File: config.mk
export PLATFORM = sky130hd
export DESIGN_NAME = l2_tx_reader
export DESIGN_NICKNAME = d
export VERILOG_FILES = /design/src/rtl/l2_tx_reader.sv
export SDC_FILE = /design/constraint.sdc
export NUM_CORES = 1
export LEC_CHECK = 0
export CORE_AREA = 2 2 105 107
export CTS_BUF_LIST = sky130_fd_sc_hd__clkbuf_2
export DETAILED_ROUTE_END_ITERATION = 16
export DIE_AREA = 0 0 107 109
export GPL_ROUTABILITY_DRIVEN = 0
export PLACE_DENSITY = 0.73
export SLEW_MARGIN = 25
export SYNTH_ARGS = -nofsm -noshare
export SYNTH_HDL_FRONTEND = slang
export SYNTH_SLANG_ARGS = --single-unit
File: constraint.sdc
create_clock -name clk -period 1.6 [get_ports clk]
set_input_delay 0.4 -clock clk [delete_from_list [all_inputs] [get_ports clk]]
set_output_delay 0.4 -clock clk [all_outputs]
set_load 0.02 [all_outputs]
File: src/rtl/l2_tx_reader.sv
// l2_tx_reader
// Drains the four layer-2 result RAMs after layer_2 raises trmt and sends every
// 18-bit result to the UART byte transmitter. The order is address ascending,
// channel 0..3 within an address, and LSB-first bytes within a word.
// A one-cycle tx_done pulse follows the last byte. layer_2 uses it to clear its
// write pointer.
//
// Ports
//   clk, rst_n        system clock, asynchronous active-low reset
//   trmt              level from layer_2; its rising edge starts a dump
//   din_0..din_3      RAM read data, valid one cycle after addr_rd
//   addr_rd           shared read address to all four RAMs
//   tx_busy           UART busy; rises the cycle after tx_start
//   tx_start          one-cycle launch pulse for tx_data
//   tx_data           byte to send, held from tx_start until tx_busy falls
//   tx_done           one-cycle pulse once the whole dump has left the UART
//   bsy               high from dump start through the tx_done cycle
//
// Handshake with the UART: a byte is launched only in a cycle where tx_busy is
// low. tx_start is high for exactly one cycle. tx_data is held unchanged until
// the UART drops tx_busy again.
module l2_tx_reader #(
    parameter int DEPTH          = 121,
    parameter int ADDR_W         = 7,
    parameter int BYTES_PER_WORD = 3
) (
    input  logic              clk,
    input  logic              rst_n,
    input  logic              trmt,
    input  logic [17:0]       din_0,
    input  logic [17:0]       din_1,
    input  logic [17:0]       din_2,
    input  logic [17:0]       din_3,
    output logic [ADDR_W-1:0] addr_rd,
    input  logic              tx_busy,
    output logic              tx_start,
    output logic [7:0]        tx_data,
    output logic              tx_done,
    output logic              bsy
);

    localparam logic [ADDR_W-1:0] LAST_ADDR = ADDR_W'(DEPTH - 1);
    localparam logic [1:0]        LAST_BYTE = 2'(BYTES_PER_WORD - 1);

    typedef enum logic [2:0] {
        S_IDLE,
        S_RD,
        S_LATCH,
        S_SEND,
        S_HOLD,
        S_WAIT,
        S_DONE
    } state_t;

    state_t      state;
    logic        trmt_q;
    logic [17:0] hold_q [4];
    logic [1:0]  ch_cnt;
    logic [1:0]  byte_cnt;
    logic        start;
    logic [17:0] word_sel;
    logic [7:0]  byte_sel;

    // A dump starts only on a rising edge of trmt. A level that stays high after
    // a dump therefore never retriggers one.
    assign start = trmt & ~trmt_q;

    always_comb begin
        word_sel = hold_q[ch_cnt];
        byte_sel = 8'h00;
        case (byte_cnt)
            2'd0:    byte_sel = word_sel[7:0];
            2'd1:    byte_sel = word_sel[15:8];
            default: byte_sel = {6'b0, word_sel[17:16]};
        endcase
    end

    always_ff @(posedge clk or negedge rst_n) begin
        if (!rst_n) begin
            state    <= S_IDLE;
            trmt_q   <= 1'b0;
            addr_rd  <= '0;
            tx_start <= 1'b0;
            tx_data  <= 8'h00;
            tx_done  <= 1'b0;
            bsy      <= 1'b0;
            ch_cnt   <= 2'd0;
            byte_cnt <= 2'd0;
            for (int i = 0; i < 4; i++) hold_q[i] <= 18'h0;
        end else begin
            trmt_q   <= trmt;
            tx_start <= 1'b0;
            tx_done  <= 1'b0;
            case (state)
                S_IDLE: begin
                    bsy <= 1'b0;
                    if (start) begin
                        addr_rd <= '0;
                        bsy     <= 1'b1;
                        state   <= S_RD;
                    end
                end
                // One cycle of RAM read latency.
                S_RD: state <= S_LATCH;
                // Snapshot all four channels. Later RAM writes cannot
                // corrupt bytes already queued for sending.
                S_LATCH: begin
                    hold_q[0] <= din_0;
                    hold_q[1] <= din_1;
                    hold_q[2] <= din_2;
                    hold_q[3] <= din_3;
                    ch_cnt    <= 2'd0;
                    byte_cnt  <= 2'd0;
                    state     <= S_SEND;
                end
                S_SEND: begin
                    if (!tx_busy) begin
                        tx_start <= 1'b1;
                        tx_data  <= byte_sel;
                        state    <= S_HOLD;
                    end
                end
                // tx_busy only rises the cycle after tx_start. Skip one
                // cycle so WAIT does not see the stale low level.
                S_HOLD: state <= S_WAIT;
                S_WAIT: begin
                    if (!tx_busy) begin
                        if (byte_cnt < LAST_BYTE) begin
                            byte_cnt <= byte_cnt + 2'd1;
                            state    <= S_SEND;
                        end else if (ch_cnt != 2'd3) begin
                            ch_cnt   <= ch_cnt + 2'd1;
                            byte_cnt <= 2'd0;
                            state    <= S_SEND;
                        end else if (addr_rd == LAST_ADDR) begin
                            tx_done <= 1'b1;
                            state   <= S_DONE;
                        end else begin
                            addr_rd <= addr_rd + ADDR_W'(1);
                            state   <= S_RD;
                        end
                    end
                end
                // tx_done is high during this cycle and bsy is still high.
                // bsy drops on the way back to IDLE.
                S_DONE: begin
                    bsy   <= 1'b0;
                    state <= S_IDLE;
                end
                default: state <= S_IDLE;
            endcase
        end
    end

    a_start_done_excl: assert property (@(posedge clk) disable iff (!rst_n)
        !(tx_start && tx_done));
    a_addr_range: assert property (@(posedge clk) disable iff (!rst_n)
        addr_rd <= LAST_ADDR);
    a_byte_range: assert property (@(posedge clk) disable iff (!rst_n)
        byte_cnt <= LAST_BYTE);

endmodule
Word-level counts from Yosys, hierarchy flattened
Index checks and enable logic that the tools add are counted.

Register bits after elaboration: 98. Input port bits: 76. Word-level logic and storage cells: 83. Output and inout bits: 18.

Bitwise operators: 4. $lt $le $gt $ge: 2. Add/subtract/negate cells: 3. Reductions and logical operators: 10. Mux-type cells: 34. Equality and inequality tests: 17.

Operators with widths (number): $bmux 18 s2 (1); $mux 18 (2); $mux 7 (5); $mux 3 (6); $pmux 3 s6 (1); $ne 2x2->1 const B (8); $pmux 8 s2 (1); $pmux 7 s2 (1); $mux 2 (6); $eq 3x3->1 const B (3); $mux 1 (8); $pmux 2 s2 (2); $add 7x1->7 const B (1); $eq 7x7->1 const B (1); $eq 3x2->1 const B (2); $reduce_and 3->1 (2); $reduce_and 6->1 (1); $reduce_bool 2->1 (3); $add 2x1->2 const B (2); $reduce_and 4->1 (1); $eq 3x1->1 const B (1); $ge 3x3->1 const B (1); $logic_not 3->1 (1); $ne 3x3->1 const B (1); 8 further kinds (9).

Longest topological paths before layout
Depth in word-level cells: 6. Gate-level depth with buffers: 6. Depth with buffers taken out: 6.

Worst setup path before layout
No wires, ideal clock.

Path type: reg-to-reg. Start point: register addr_rd[0]. End point: register addr_rd[2]. Slack: -114 ps. Required time: 1518 ps. Library setup time: 82 ps. Arrival time: 1631 ps. Buffers on the path: 0. Stages on the path, launching flop included: 7. Period minus slack after synthesis: 1714 ps. Cell sequence: dfrtp_1 > inv_1 > ha_1 > nand3b_1 > nor2_1 > or4_1 > o22ai_1.

Longest elaborated chain between the ends: 6. Elaborated cells between the ends (all ways): 9. Those cells by class: 1 x add/sub; 2 x eq/ne; 5 x mux; 1 x reduce/logical.

Ends and longest elaborated chain: start, declared (RTL line 34) `output logic [ADDR_W-1:0] addr_rd,`; start signal, assigned (RTL line 139) `addr_rd <= addr_rd + ADDR_W'(1);`; $add 7x1->7 (RTL line 139); $mux 7 (RTL line 135) `end else if (addr_rd == LAST_ADDR) begin`; $mux 7 (RTL line 131) `end else if (ch_cnt != 2'd3) begin`; $mux 7 (RTL line 128) `if (byte_cnt < LAST_BYTE) begin`; $mux 7 (RTL line 127) `if (!tx_busy) begin`; $pmux 7 s2 (RTL line 94) `case (state)`.

Several ways; a longest one is shown, not always the timed one. The select of a mux whose other input is x is not followed. A chain may end at the register's enable or synchronous reset.

Worst setup path after layout
Start point: register addr_rd[0]. End point: register addr_rd[1].

The elaborated chain is that of the path after synthesis.

==> flow_metrics.py <==
metrics = {
    "cts": {
        "cts_tree": "yes",
        "clock_latency_ns": 0.58,
        "htree_levels": 3,
        "clock_path_buffers": 2,
        "cts_buffers": 9,
        "cts.clk_slew.worst_paths_ns": 0.26,
        "ctsRootBufferMaster": "clkbuf_2",
        "clock_sinks": 98,
    },
    "critical_path": {
        "worst-setup-path-type": "reg2reg",
        "slowest_stage": "dfrtp_2",
        "critPathRequiredTime_ns": 2.11,
        "r2r-start": "addr_rd[0]",
        "crit_arrival_ns": 2.24,
        "cp-start-kind": "flop",
        "cp-startpoint": "addr_rd[0]",
        "worstPathCellList": "buf_6 > inv_4 > ha_4 > nand3b_1 > o21ai_4 > a21oi_2 > mux2_4",
        "critPathMaxStageDelay_ns": 0.48,
        "critPathCaptureType": "flop",
        "critPathMaxFanout": 6,
    },
    "logic_synthesis": {
        "async_flop_share": 1.00,
        "yosysWarningCount": 0,
        "synth_top_flop_cell": "dfrtp_1",
        "synth_area_leaders": "dfrtp_1 (53%), nand2_1 (19%), mux4_2 (7.8%)",
        "synth_area_um2": 4640,
        "syn_nets": 561,
        "seq_area_frac_synth": 0.529,
        "yosysTopAreaCell": "dfrtp_1",
        "synthCells": 482,
        "synth_top_area_frac": 0.529,
        "synth.distinct_cells": 42,
        "synth_area_per_cell_um2": 9.63,
        "synth_edf_count": 0,
        "synth_seq_cells": 98,
    },
    "timing": {
        "finalMaxSlewViolations": 0,
        "finalClockSkew_ns": 0.0231,
        "rsz0062_at_grt": "true",
        "final-hold-violation-count": 0,
        "fin_crit_sh": 1.09,
        "fmax_mhz": 576,
        "finalCriticalPeriod_ns": 1.74,
        "fin_ws_ns": -0.136,
        "relSlewSlack": 0.786,
        "setup_violations": 9,
        "worst_pin_slew_ns": 0.319,
    },
    "detailed_routing": {
        "ant_nets": 0,
        "drtIter0Drc": 229,
        "wl_um": 11900,
        "via_per_inst": 5.02,
        "drc_errors": 0,
        "drt_first_pass_iters": 4,
        "wire_per_inst_um": 15.6,
        "vias": 3848,
    },
    "final_layout": {
        "areaGrowthSynthToFinish_pct": 38.9,
        "final_util": 0.608,
        "fin_nets": 700,
        "drive_gt1_frac": 0.228,
        "num-fill-cells": 890,
        "antennaDiodeCount": 0,
    },
    "grt": {
        "busiest_layer": "met2",
        "grt_pass1_wl_um": 19600,
        "grt_util_met3": 0.0335,
        "grt_pass1_vias": 4026,
        "use_met2": 0.358,
        "grt_max_degree": 73,
        "grt.total_usage": 0.218,
        "grt_overflow": 0,
        "antenna_found_initial": 0,
        "met1_usage": 0.292,
    },
    "power_and_ir_drop": {
        "finalPower_w": 0.0105,
        "power_leakage_nw": 3.05,
        "power_density_nw_per_um2": 1630,
        "ir_worst_vdd_mv": 0.694,
    },
    "placed_design": {
        "dp_hpwl_um": 8210,
        "numPortBuffers": 93,
    },
    "floorplanning": {
        "die_y_um": 109,
        "start_util": 0.438,
        "dieArea_um2": 11700,
        "core-area_um2": 10600,
        "rows": 38,
        "fp.dieW_um": 107,
        "ioPinCount": 94,
    },
    "outcome": {
        "status": "finished with violations",
        "violations": "setup timing",
    },
    "job": {
        "cap_violations": 0,
    },
    "hold_path": {
        "hp-class": "in2async",
    },
}
-- power breakdown --
| part | switching, W | internal, W |
|---|---|---|
| Sequential | 0.000648 | 0.00358 |
| Combinational | 0.00273 | 0.00239 |
| Clock | 0.000814 | 0.000358 |
| Total | 0.00419 | 0.00633 |
-- repair_timing --
item                                    CTS  global route
endpoints found under the hold margin    98             0
setup buffers                            22             6
cloned                                    1             1
pin swaps                                15             7
endpoints found under the setup margin  105            35
hold buffers                              1             0
gates resized for setup                 120            23
-- cell families (layout without fill, tap and decap cells) --
family	count (synthesis)	in the layout	synth area share
fa+ha+maj	3	3	0.00809
simple gates	270	270	0.240
buf+inv	34	178	0.0437
flops	98	98	0.529
mux	34	34	0.117
compound gates	43	43	0.0628
-- final timing paths --
path                         endpoint  slack (ns)  cells past startpoint
max                        addr_rd[1]       -0.14                      7
min                        hold_q[52]        0.13                      2
max reg2reg                addr_rd[1]       -0.14                      7
min reg2reg                hold_q[28]        0.50                      2
max in group asynchronous    state[2]        0.94                      3
min in group clk               trmt_q        0.29                      1
-- metrics by stage --
| stage | worst slack, ns | std cells | TNS, ns | hold slack (ns) | instance area [um2] |
|---|---|---|---|---|---|
| floorplan | -0.00999 | 482 | -0.0265 | 0.104 | 4640 |
| global placement | -0.299 | 720 | -5.00 | 0.233 | 5900 |
| detailed placement | -0.341 | 720 | -7.10 | 0.232 | 5900 |
| CTS | -0.133 | 760 | -0.554 | 0.117 | 6320 |
| global route | -0.183 | 766 | -1.88 | 0.108 | 6450 |
| finish | -0.136 | 766 | -0.783 | 0.131 | 6450 |
-- cell usage after synthesis, drive strengths merged, types with 7 or more instances --
cell type  number
nand2         231
inv             7
nand2b          8
nor2           11
mux4           16
o21ai          17
dfrtp          98
buf            26
mux2i          17
a21oi          11
-- placed cells by master (no fill, tap or decap), types with 6 or more instances in the layout --
cell type | Yosys | final
clkdlybuf4s50_1 | 0 | 74
clkbuf_2 | 0 | 10
a21oi_1 | 11 | 7
buf_12 | 0 | 8
o21ai_1 | 0 | 8
buf_4 | 3 | 45
o21ai_0 | 15 | 7
mux2i_1 | 17 | 13
buf_6 | 4 | 21
inv_1 | 7 | 6
nand2b_1 | 8 | 8
nand2_1 | 230 | 230
nor2_1 | 10 | 9
mux4_2 | 16 | 16
dfrtp_1 | 98 | 94
-- registers in the layout (all words and copies together) (netlist names) --
register  cells
trmt_q        1
state         3
ch_cnt        2
tx_data       8
addr_rd       7
hold_q       72
bsy           1
tx_start      1
byte_cnt      2
tx_done       1
-- layer usage --
| metal | vias to the layer above | share of wire |
|---|---|---|
| met4 | 0 | 0.023 |
| met1 | 1855 | 0.43 |
| met5 | - | 0 |
| met3 | 20 | 0.049 |
| met2 | 115 | 0.49 |
| li1 | 1858 | - |
-- worst max-delay path, delay by kind of cell, from the launching register on --
kind | cells | cell delay, ns
AO/OA/AOI/OAI | 2 | 0.43
adder cells (fa/ha/maj) | 1 | 0.11
buffers and inverters | 2 | 0.17
flip-flops | 1 | 0.48
multiplexers | 1 | 0.31
AND/OR/NAND/NOR | 1 | 0.16
-- area by class of cell --
type / instances / area, um2 / area share
multi-input combinational: 350 / 2120 / 0.329
sequential: 98 / 2460 / 0.381
timing repair buffer: 155 / 1560 / 0.242
clock inverter: 6 / 56.3 / 0.00873
clock buffer: 10 / 50.0 / 0.00776
inverter: 7 / 28.8 / 0.00446
tap: 140 / 175 / 0.0272
Note: power is estimated with default switching activity, not from simulation.
